## src/rtl/mem_access_unit.sv

```systemverilog
// rtl/mem_access_unit.sv - byte/halfword/word load-store front-end for a word-only data memory
// Optional build macro MEM_ACCESS_BIGENDIAN_EN selects big-endian lane mapping.

module mem_access_unit #(
    parameter int ADDR_BITS = 8
) (
    input  logic        clk,
    input  logic        rst,
    input  logic        reqValid,
    output logic        reqReady,
    input  logic        reqWrite,
    input  logic [1:0]  reqSize,
    input  logic        reqSigned,
    input  logic [31:0] reqAddr,
    input  logic [31:0] reqData,
    output logic [31:0] loadData,
    output logic        loadValid,
    output logic        addrError,
    output logic [31:0] memAddress,
    output logic [31:0] memWriteData,
    output logic        memRead,
    output logic        memWrite,
    input  logic [31:0] memReadData
);

    localparam logic [1:0] SIZE_BYTE = 2'b00;
    localparam logic [1:0] SIZE_HALF = 2'b01;
    localparam logic [1:0] SIZE_WORD = 2'b10;

    typedef enum logic [2:0] {
        IDLE,
        LOAD_RD,
        LOAD_RET,
        ST_WR,
        RMW_RD,
        RMW_MERGE,
        RMW_WR
    } state_t;

    state_t      state_q, state_d;
    logic [1:0]  size_q, size_d;
    logic        signed_q, signed_d;
    logic [1:0]  lane_q, lane_d;
    logic [31:0] data_q, data_d;

    logic [31:0] load_data_q, load_data_d;
    logic        load_valid_q, load_valid_d;
    logic        addr_error_q, addr_error_d;
    logic [31:0] mem_address_q, mem_address_d;
    logic [31:0] mem_wdata_q, mem_wdata_d;
    logic        mem_read_q, mem_read_d;
    logic        mem_write_q, mem_write_d;

    logic        req_illegal;
    logic [31:0] req_word_index;
    logic [4:0]  lane_shift;
    logic [31:0] lane_mask;
    logic [31:0] lane_raw;
    logic        lane_msb;
    logic [31:0] extracted;
    logic [31:0] merged;

    // Address bits above the memory range are intentionally dropped (accesses wrap).
    logic unused_addr_bits;
    assign unused_addr_bits = ^reqAddr[31:ADDR_BITS+2];

    assign reqReady     = (state_q == IDLE);
    assign loadData     = load_data_q;
    assign loadValid    = load_valid_q;
    assign addrError    = addr_error_q;
    assign memAddress   = mem_address_q;
    assign memWriteData = mem_wdata_q;
    assign memRead      = mem_read_q;
    assign memWrite     = mem_write_q;

    always_comb begin
        req_illegal = 1'b0;
        case (reqSize)
            SIZE_BYTE: req_illegal = 1'b0;
            SIZE_HALF: req_illegal = reqAddr[0];
            SIZE_WORD: req_illegal = (reqAddr[1:0] != 2'b00);
            default:   req_illegal = 1'b1;
        endcase
    end

    assign req_word_index = {{(32-ADDR_BITS){1'b0}}, reqAddr[ADDR_BITS+1:2]};

    // Bit offset of the selected lane within the memory word.
    always_comb begin
        lane_shift = 5'd0;
        lane_mask  = 32'hFFFF_FFFF;
        case (size_q)
            SIZE_BYTE: begin
                lane_mask = 32'h0000_00FF;
`ifdef MEM_ACCESS_BIGENDIAN_EN
                lane_shift = {~lane_q, 3'b000};
`else
                lane_shift = {lane_q, 3'b000};
`endif
            end
            SIZE_HALF: begin
                lane_mask = 32'h0000_FFFF;
`ifdef MEM_ACCESS_BIGENDIAN_EN
                lane_shift = {~lane_q[1], 4'b0000};
`else
                lane_shift = {lane_q[1], 4'b0000};
`endif
            end
            default: begin
                lane_mask  = 32'hFFFF_FFFF;
                lane_shift = 5'd0;
            end
        endcase
    end

    always_comb begin
        lane_raw  = (memReadData >> lane_shift) & lane_mask;
        lane_msb  = (size_q == SIZE_BYTE) ? lane_raw[7] : lane_raw[15];
        extracted = lane_raw;
        if (size_q != SIZE_WORD && signed_q && lane_msb) begin
            extracted = lane_raw | ~lane_mask;
        end
        merged = (memReadData & ~(lane_mask << lane_shift))
               | ((data_q & lane_mask) << lane_shift);
    end

    always_comb begin
        state_d       = state_q;
        size_d        = size_q;
        signed_d      = signed_q;
        lane_d        = lane_q;
        data_d        = data_q;
        load_data_d   = load_data_q;
        mem_address_d = mem_address_q;
        mem_wdata_d   = mem_wdata_q;
        load_valid_d  = 1'b0;
        addr_error_d  = 1'b0;
        mem_read_d    = 1'b0;
        mem_write_d   = 1'b0;

        case (state_q)
            IDLE: begin
                if (reqValid) begin
                    if (req_illegal) begin
                        addr_error_d = 1'b1;
                    end else begin
                        size_d        = reqSize;
                        signed_d      = reqSigned;
                        lane_d        = reqAddr[1:0];
                        data_d        = reqData;
                        mem_address_d = req_word_index;
                        if (!reqWrite) begin
                            state_d    = LOAD_RD;
                            mem_read_d = 1'b1;
                        end else if (reqSize == SIZE_WORD) begin
                            state_d     = ST_WR;
                            mem_write_d = 1'b1;
                            mem_wdata_d = reqData;
                        end else begin
                            state_d    = RMW_RD;
                            mem_read_d = 1'b1;
                        end
                    end
                end
            end
            LOAD_RD:  state_d = LOAD_RET;
            LOAD_RET: begin
                load_data_d  = extracted;
                load_valid_d = 1'b1;
                state_d      = IDLE;
            end
            ST_WR:    state_d = IDLE;
            RMW_RD:   state_d = RMW_MERGE;
            RMW_MERGE: begin
                mem_wdata_d = merged;
                mem_write_d = 1'b1;
                state_d     = RMW_WR;
            end
            RMW_WR:   state_d = IDLE;
            default:  state_d = IDLE;
        endcase
    end

    always_ff @(posedge clk) begin
        if (rst) begin
            state_q       <= IDLE;
            size_q        <= SIZE_BYTE;
            signed_q      <= 1'b0;
            lane_q        <= 2'b00;
            data_q        <= 32'h0;
            load_data_q   <= 32'h0;
            load_valid_q  <= 1'b0;
            addr_error_q  <= 1'b0;
            mem_address_q <= 32'h0;
            mem_wdata_q   <= 32'h0;
            mem_read_q    <= 1'b0;
            mem_write_q   <= 1'b0;
        end else begin
            state_q       <= state_d;
            size_q        <= size_d;
            signed_q      <= signed_d;
            lane_q        <= lane_d;
            data_q        <= data_d;
            load_data_q   <= load_data_d;
            load_valid_q  <= load_valid_d;
            addr_error_q  <= addr_error_d;
            mem_address_q <= mem_address_d;
            mem_wdata_q   <= mem_wdata_d;
            mem_read_q    <= mem_read_d;
            mem_write_q   <= mem_write_d;
        end
    end

endmodule

```

## config.mk

```make
export PLATFORM = sky130hd
export DESIGN_NAME = mem_access_unit
export DESIGN_NICKNAME = d
export VERILOG_FILES = /design/src/rtl/mem_access_unit.sv
export SDC_FILE = /design/constraint.sdc
export NUM_CORES = 1
export LEC_CHECK = 0
export CORE_ASPECT_RATIO = 0.9
export CORE_MARGIN = 2
export CORE_UTILIZATION = 40
export DETAILED_ROUTE_END_ITERATION = 7
export GPL_TIMING_DRIVEN = 0
export HOLD_SLACK_MARGIN = 0.03
export PLACE_DENSITY = 0.69
export SKIP_CTS_REPAIR_TIMING = 1
export SYNTH_ARGS = -nofsm -noshare
export SYNTH_HDL_FRONTEND = slang
export SYNTH_SLANG_ARGS = --single-unit
```

## constraint.sdc

```tcl
create_clock -name clk -period 2.4 [get_ports clk]
set_clock_uncertainty 0.1 [all_clocks]
set_input_delay 0.36 -clock clk [delete_from_list [all_inputs] [get_ports clk]]
set_output_delay 0.36 -clock clk [all_outputs]
set_load 0.1 [all_outputs]
```

==> Word level (Yosys, flattened, before mapping) <==
Index checks and enable logic that the tools add are counted.
{ "op_classes": {"reduce_logical": 12, "n_eq_ne": 12, "n_shift": 3, "n_bitwise": 10, "mux": 24} }
{ "ops": {"columns": ["op", "n"], "rows": [
  ["$mux 32", 5],
  ["$pmux 32 s2", 2],
  ["$and 32x32->32", 3],
  ["$not 32->32", 2],
  ["$or 32x32->32", 2],
  ["$shl 32x5->32", 2],
  ["$shr 32x5->32", 1],
  ["$mux 3", 4],
  ["$pmux 3 s4", 1],
  ["$pmux 5 s2", 1],
  ["$mux 1", 9],
  ["$eq 3x3->1 const B", 2],
  ["$ne 2x2->1 const B", 3],
  ["$reduce_and 5->1", 1],
  ["$eq 2x1->1 const B", 2],
  ["$logic_not 2->1", 2],
  ["$ne 2x1->1 const B", 2],
  ["$reduce_bool 2->1", 2],
  ["$reduce_or 4->1", 1],
  ["$eq 3x1->1 const B", 1],
  ["$eq 3x2->1 const B", 1],
  ["$logic_not 3->1", 1],
  ["$not 1->1", 3],
  ["$pmux 1 s3", 1],
  ["6 further kinds", 7]
]} }
{ "word_totals": {"word_cells": 73, "reg_bits": 116, "inputBits": 103} }

==> Depth between registers and ports, before layout <==
Gate-level depths: netlist of the first run.
{ "depth": {"word_depth": 7, "depth_mapped": 9, "mapped_depth_nobuf": 5} }

==> Least setup slack after synthesis of the first run <==
No wires, ideal clock.
{ "synth_path": {"path_type": "reg2reg", "start": "reg state_q[0]", "end": "reg mem_address_q[0] (netlist: memAddress[0])", "stages_incl_launch_ff": 7, "n_path_buf": 2, "arrival_ps": 3782, "setup_time_ps": 132, "t_required_ps": 2168, "setup_slack_ps": -1614, "path_cell_list": "dfxtp_1 -> buf_2 -> nor3_1 -> nand3_1 -> clkbuf_1 -> nand2_1 -> a21oi_1"} }
{ "synth_between": {"elab_chain_cells": 2} }
{ "synth_lines": {"columns": ["item", "line", "source"], "rows": [
  ["start, declared", "40", "state_t state_q, state_d;"],
  ["start signal, assigned", "199", "state_q <= state_d;"],
  ["$logic_not 3->1", null, null],
  ["net reqReady", "10", "output logic reqReady,"],
  ["$reduce_and 3->1 (no line)", null, null],
  ["end signal, assigned", "207", "mem_address_q <= mem_address_d;"],
  ["end, declared", "49", "logic [31:0] mem_address_q, mem_address_d;"]
]} }
The timed path passes the listed nets, and every way through them passes these cells.
A chain may end at the register's enable or synchronous reset.

==> Worst setup path after layout of the first run <==
{ "layout_path": {"start": "reg state_q[0]", "end": "reg data_q[4]"} }
{ "layout_between": {"elab_chain_cells": 2} }
{ "layout_lines": {"columns": ["item", "line", "source"], "rows": [
  ["$logic_not 3->1", "141", "case (state_q)"],
  ["$reduce_and 3->1 (no line)", null, null],
  ["end signal, assigned", "203", "data_q <= data_d;"],
  ["end, declared", "44", "logic [31:0] data_q, data_d;"]
]} }
No other way between the ends.

==> results of run 1 <==
==> logic make-up after synthesis <==
family / after synthesis / share of synthesized area (%)
other: 1 / 0.06708
multiplexers: 10 / 3.357
flip-flops: 116 / 41.54
AND/OR/NAND/NOR: 287 / 21.67
buffers and inverters: 85 / 8.124
AO/OA/AOI/OAI: 208 / 25.25
==> final cells by class <==
class / count / area, sq um
tap: 168 / 210.2
clock inverter: 10 / 155.1
clock buffer: 22 / 454.2
fill: 1183 / 5354
timing repair buffer: 157 / 1612
buffer: 81 / 449.2
sequential: 116 / 2322
inverter: 3 / 11.26
multi-input combinational: 529 / 2945
==> state kept, by name, indices dropped and copies added, names as in the netlist <==
| register | cells |
|---|---|
| memWrite | 1 |
| lane_q | 2 |
| memRead | 1 |
| loadData | 32 |
| loadValid | 1 |
| addrError | 1 |
| signed_q | 1 |
| memAddress | 8 |
| state_q | 3 |
| size_q | 2 |
| data_q | 32 |
| memWriteData | 32 |
==> worst max-delay path, cell delays in order (launching register included) <==
cell and delay [ns]:
dfxtp_1 0.29, buf_2 0.17, or4b_4 0.56, a21oi_2 0.35
clkbuf_1 0.52, nand2_1 0.14, a21oi_1 0.16
==> path summary, 6_finish.rpt <==
kind / startpoint / endpoint / slack (ns) / depth (start not counted)
setup reg to reg: state_q[0] / data_q[4] / 0.02 / 6
setup / recovery: state_q[0] / data_q[4] / 0.02 / 6
hold / removal: memWriteData[19] / memWriteData[19] / 0.35 / 2
hold reg to reg: memWriteData[19] / memWriteData[19] / 0.35 / 2
==> routing by layer <==
metal  part of all wire (%)  vias up  routed length (um)  global-route usage [%]
met5                      0        -                   0                       0
met4                    3.1        0                 688                   13.84
met3                    9.0       44                1983                   7.604
met2                     44      346                9705                   45.04
met1                     44     2853                9749                   40.48
li1                       -     2838                   -                       -
==> synth_stat cells (4+ instances only) <==
library cell / number
a22oi_1: 7
dfxtp_1: 116
a221o_1: 6
nand3_1: 10
buf_4: 26
nand3b_1: 4
nor3_1: 6
buf_6: 4
nand2_1: 210
nand2b_1: 4
a211oi_1: 18
a21oi_1: 83
a22o_1: 28
nor2_1: 30
a221oi_1: 19
clkbuf_1: 43
a311oi_1: 14
nor2b_1: 12
buf_2: 6
o21ai_0: 19
mux4_2: 7
==> power by group through the flow <==
stage / combinational (uW) / sequential (uW) / clock, uW
global route: 1350 / 2080 / 2750
detailed placement: 1270 / 2110 / 0
floorplan: 577 / 2380 / 0
CTS: 1270 / 2070 / 2660
global placement: 1260 / 2110 / 0
finish: 1290 / 2070 / 2650
==> metrics by stage <==
stage	setup slack (ns)	instance area [sq um]	hold slack, ns
floorplan	0.05457	5688	0.3312
finish	0.01656	8159	0.3508
global route	-0.1036	8159	0.3719
detailed placement	-0.5442	7470	0.3478
global placement	-0.4626	7470	0.3382
CTS	-0.3365	8079	0.3533
==> run metrics, run 1 <==
cells after synthesis 707; LEAKAGE 0.003330 uW; Switching Fraction 31.20%; Post-DP HPWL 17170 um; Tcrit/Tclk final 99.31%; GPL Wtd Cong 0.9756; most common cell after layout, fill and taps aside nand2_1; post-layout util 60.38%; CP endpoint kind register; Antenna Cells 0; antenna violations before repair 0; clk_lat worst skew 0.43 ns; Max transition margin 34.11%; non-filler cells, final 1086; Reg power frac 34.5%; via count 6081; vias in the first global route 5806; post-synthesis register bit count 116; Clock Power Share 44.1%; peak supply drop 472.9 uV; Worst Max-Slew Pin Slew 0.9852 ns; Seq/Total Area, Yosys 41.54%; Mapped Avg Cell Area 7.907 sq um; Tmin final 2.383 ns; first-pass GRT wire length 33130 um; core footprint 13510 sq um; area grow syn2layout 45.95%; # DRC 0; gr usage total 29.87%; EDFF count, synth 0; Sink Count 116; vias per inst 5.599; I/O pin total 204; global route overflow 0; total power 6011 uW; Arr. time, crit path 2.62 ns; Logic pwr share 21.4%; WL/cell 20.37 um; number of hold violations in the final report 0; CTS tree done; RSZ-0062 raised after global routing yes; power per cell area 736.7 nW/um^2; die area 14940 sq um; First-pass DRT Iterations 5; PortBufs 157; max cap viols 0; worst hold path class reg -> reg; share of cells above drive strength 1 10.46%; ys flop type dfxtp_1; placed insts 1055; initial core utilization 41.37%; Fin Setup TNS 0 ns; Slew Limit Fails 0; largest net degree at the start of global routing 17; Vert. Die Dim 116.2 um; status finished clean; Detail Route Antenna Nets 0; fmax 419.6 MHz; Yosys cell types 45; critical path peak fanout 10; final setup violation count 0; Sw Pwr 1876 uW; Cell Rows 40; ranking of synthesized cells by area dfxtp_1, nand2_1, a21oi_1; commonest cells after routing, fill and taps aside nand2_1, clkdlybuf4s50_1, dfxtp_1; CP required 2.64 ns; die width 128.6 um; Synth async-reset ratio 0%; H-tree Lvls 4; Mapped Area 5590 sq um; kind of critical path reg -> reg; Pint 4135 uW; Synth Warn # 0; Iteration-0 DRC Markers 543; Clk pin slew, worst setup/hold paths 0.05 ns; Root Buffer clkbuf_16; leading area contributor after synthesis dfxtp_1; Num CTS Buffers 17; share of the synthesized area in the top cell type 41.54%; Setup crit start kind register; Max clock buf depth 2; final WL 22130 um; fin nets 1008
(Power assumes the default switching activity.)
==> run 2, diff against run 1 <==
--- a/config.mk
+++ b/config.mk
@@ -13,6 +13,7 @@
 export HOLD_SLACK_MARGIN = 0.03
 export PLACE_DENSITY = 0.69
 export SKIP_CTS_REPAIR_TIMING = 1
+export SLEW_MARGIN = 30
 export SYNTH_ARGS = -nofsm -noshare
 export SYNTH_HDL_FRONTEND = slang
 export SYNTH_SLANG_ARGS = --single-unit
==> results of run 2 <==
Final layout, timing and power as in run 1 (identical DEF).
==> run 3, diff against run 2 <==
--- a/config.mk
+++ b/config.mk
@@ -6,8 +6,9 @@
 export NUM_CORES = 1
 export LEC_CHECK = 0
 export CORE_ASPECT_RATIO = 0.9
-export CORE_MARGIN = 2
+export CORE_MARGIN = 5
 export CORE_UTILIZATION = 40
+export CTS_CLUSTER_SIZE = 24
 export DETAILED_ROUTE_END_ITERATION = 7
 export GPL_TIMING_DRIVEN = 0
 export HOLD_SLACK_MARGIN = 0.03
==> run metrics, run 3 (synthesis gave the netlist of run 1 again) <==
worst hold path class reg -> reg; Setup crit start kind register; Num CTS Buffers 17; Fin Setup TNS -0.006936 ns; number of hold violations in the final report 0; via count 5901; global route overflow 0; clk_lat worst skew 0.43 ns; gr usage total 24.89%; FF-to-FF path depth 9; max cap viols 0; worst hold slack 0.3482 ns; CP endpoint kind primary output; core footprint 13850 sq um; first-pass GRT wire length 31020 um; crit-path leading delay family buffers and inverters; vias in the first global route 5510; LEAKAGE 0.003311 uW; Tcrit/Tclk final 100.3%; fin nets 1008; fmax 415.5 MHz; Tmin final 2.407 ns; WL/cell 18.99 um; Levels on crit path 1; Crit-path slowest cell clkdlybuf4s50_1; Critical Path, Cell by Cell clkdlybuf4s50_1; Root Buffer clkbuf_16; violated checks setup timing; Post-DP HPWL 15740 um; commonest cells after routing, fill and taps aside nand2_1, clkdlybuf4s50_1, dfxtp_1; Antenna Cells 0; Max transition margin 32.31%; Clk pin slew, worst setup/hold paths 0.05 ns; CTS tree done; largest net degree at the start of global routing 17; Vert. Die Dim 122.2 um; most common cell after layout, fill and taps aside nand2_1; First-pass DRT Iterations 6; Worst Max-Slew Pin Slew 1.012 ns; pre-CTS setup slack -0.3110 ns; Fill cells 1300; hold path depth 2; final setup violation count 1; critical path peak fanout 2; CP required 1.94 ns; Sink Count 116; final WL 20670 um; die area 16440 sq um; antenna violations before repair 0; kind of critical path reg -> out; area grow syn2layout 44.87%; H-tree Lvls 4; GPL Wtd Cong 0.9395; Cell Rows 41; worst path bufs/invs 1; Max clock buf depth 2; power per cell area 693.0 nW/um^2; # DRC 0; I/O pin total 204; Arr. time, crit path 1.95 ns; PortBufs 157; final worst slack -0.006936 ns; Slew Limit Fails 0; die width 134.6 um; peak supply drop 537.7 uV; initial core utilization 40.36%; vias per inst 5.424; Iteration-0 DRC Markers 566; share of cells above drive strength 1 10.26%; Detail Route Antenna Nets 0; status finished, violations left; max incr delay on CP 1.17 ns
-- run 3: cell count changes in the layout (fill, tap and decap cells not counted), sizes merged --
cell          previous run  this run
clkinvlp                 2         0
buf                     40        38
bufinv                   4         0
dlymetal6s2s            18        19
clkbuf                  64        68
clkinv                   4         5
-- run 3: report_power, final --
part | switching (uW) | leakage (uW) | total (uW) | internal [uW]
clock | 838 | 0.000269 | 2270 | 1430
combinational | 900 | 0.00210 | 1270 | 375
sequential | 59.0 | 0.000940 | 2070 | 2010
-- run 3: routing by layer --
metal	wire length [um]	share of wire (%)	vias to the layer above	track usage [%]
li1	-	-	2846	-
met1	8872	43	2687	33.42
met5	0	0	-	0
met4	535	2.6	0	9.669
met2	9103	44	324	37.63
met3	2154	10	44	7.597
-- run 3: area by class of cell --
class | count | area (sq um) | share of cell area [%]
multi-input combinational | 529 | 2950 | 36.43
tap | 172 | 215.2 | 2.657
clock inverter | 5 | 25.02 | 0.3090
sequential | 116 | 2322 | 28.67
timing repair buffer | 157 | 1619 | 19.99
clock buffer | 25 | 505.5 | 6.241
inverter | 3 | 11.26 | 0.1390
buffer | 81 | 450.4 | 5.562
-- run 3: metrics by stage --
stage / instance area [sq um] / power, uW / util, % / instances
floorplan: 5688 / 2956 / - / 730
finish: 8099 / 5613 / 58.47 / 1088
global placement: 7475 / 3352 / 53.97 / 1059
CTS: 8005 / 5615 / 57.80 / 1089
detailed placement: 7475 / 3355 / 53.97 / 1059
global route: 8099 / 5798 / 58.47 / 1088
-- run 3: path summary, 6_finish.rpt --
| kind | startpoint | to | slack (ns) |
|---|---|---|---|
| hold / removal | memWriteData[20] | memWriteData[20] | 0.35 |
| setup reg to reg | state_q[0] | memWriteData[17] | 0.09 |
| setup / recovery | memAddress[7] | memAddress[7] | -0.007 |
| hold reg to reg | memWriteData[20] | memWriteData[20] | 0.35 |
-- run 3: worst min-delay path: cells and delay by family, from the launching register on --
family | cells | cell delay [ns]
simple gates | 1 | 0.05
compound gates | 1 | 0.05
flops | 1 | 0.30
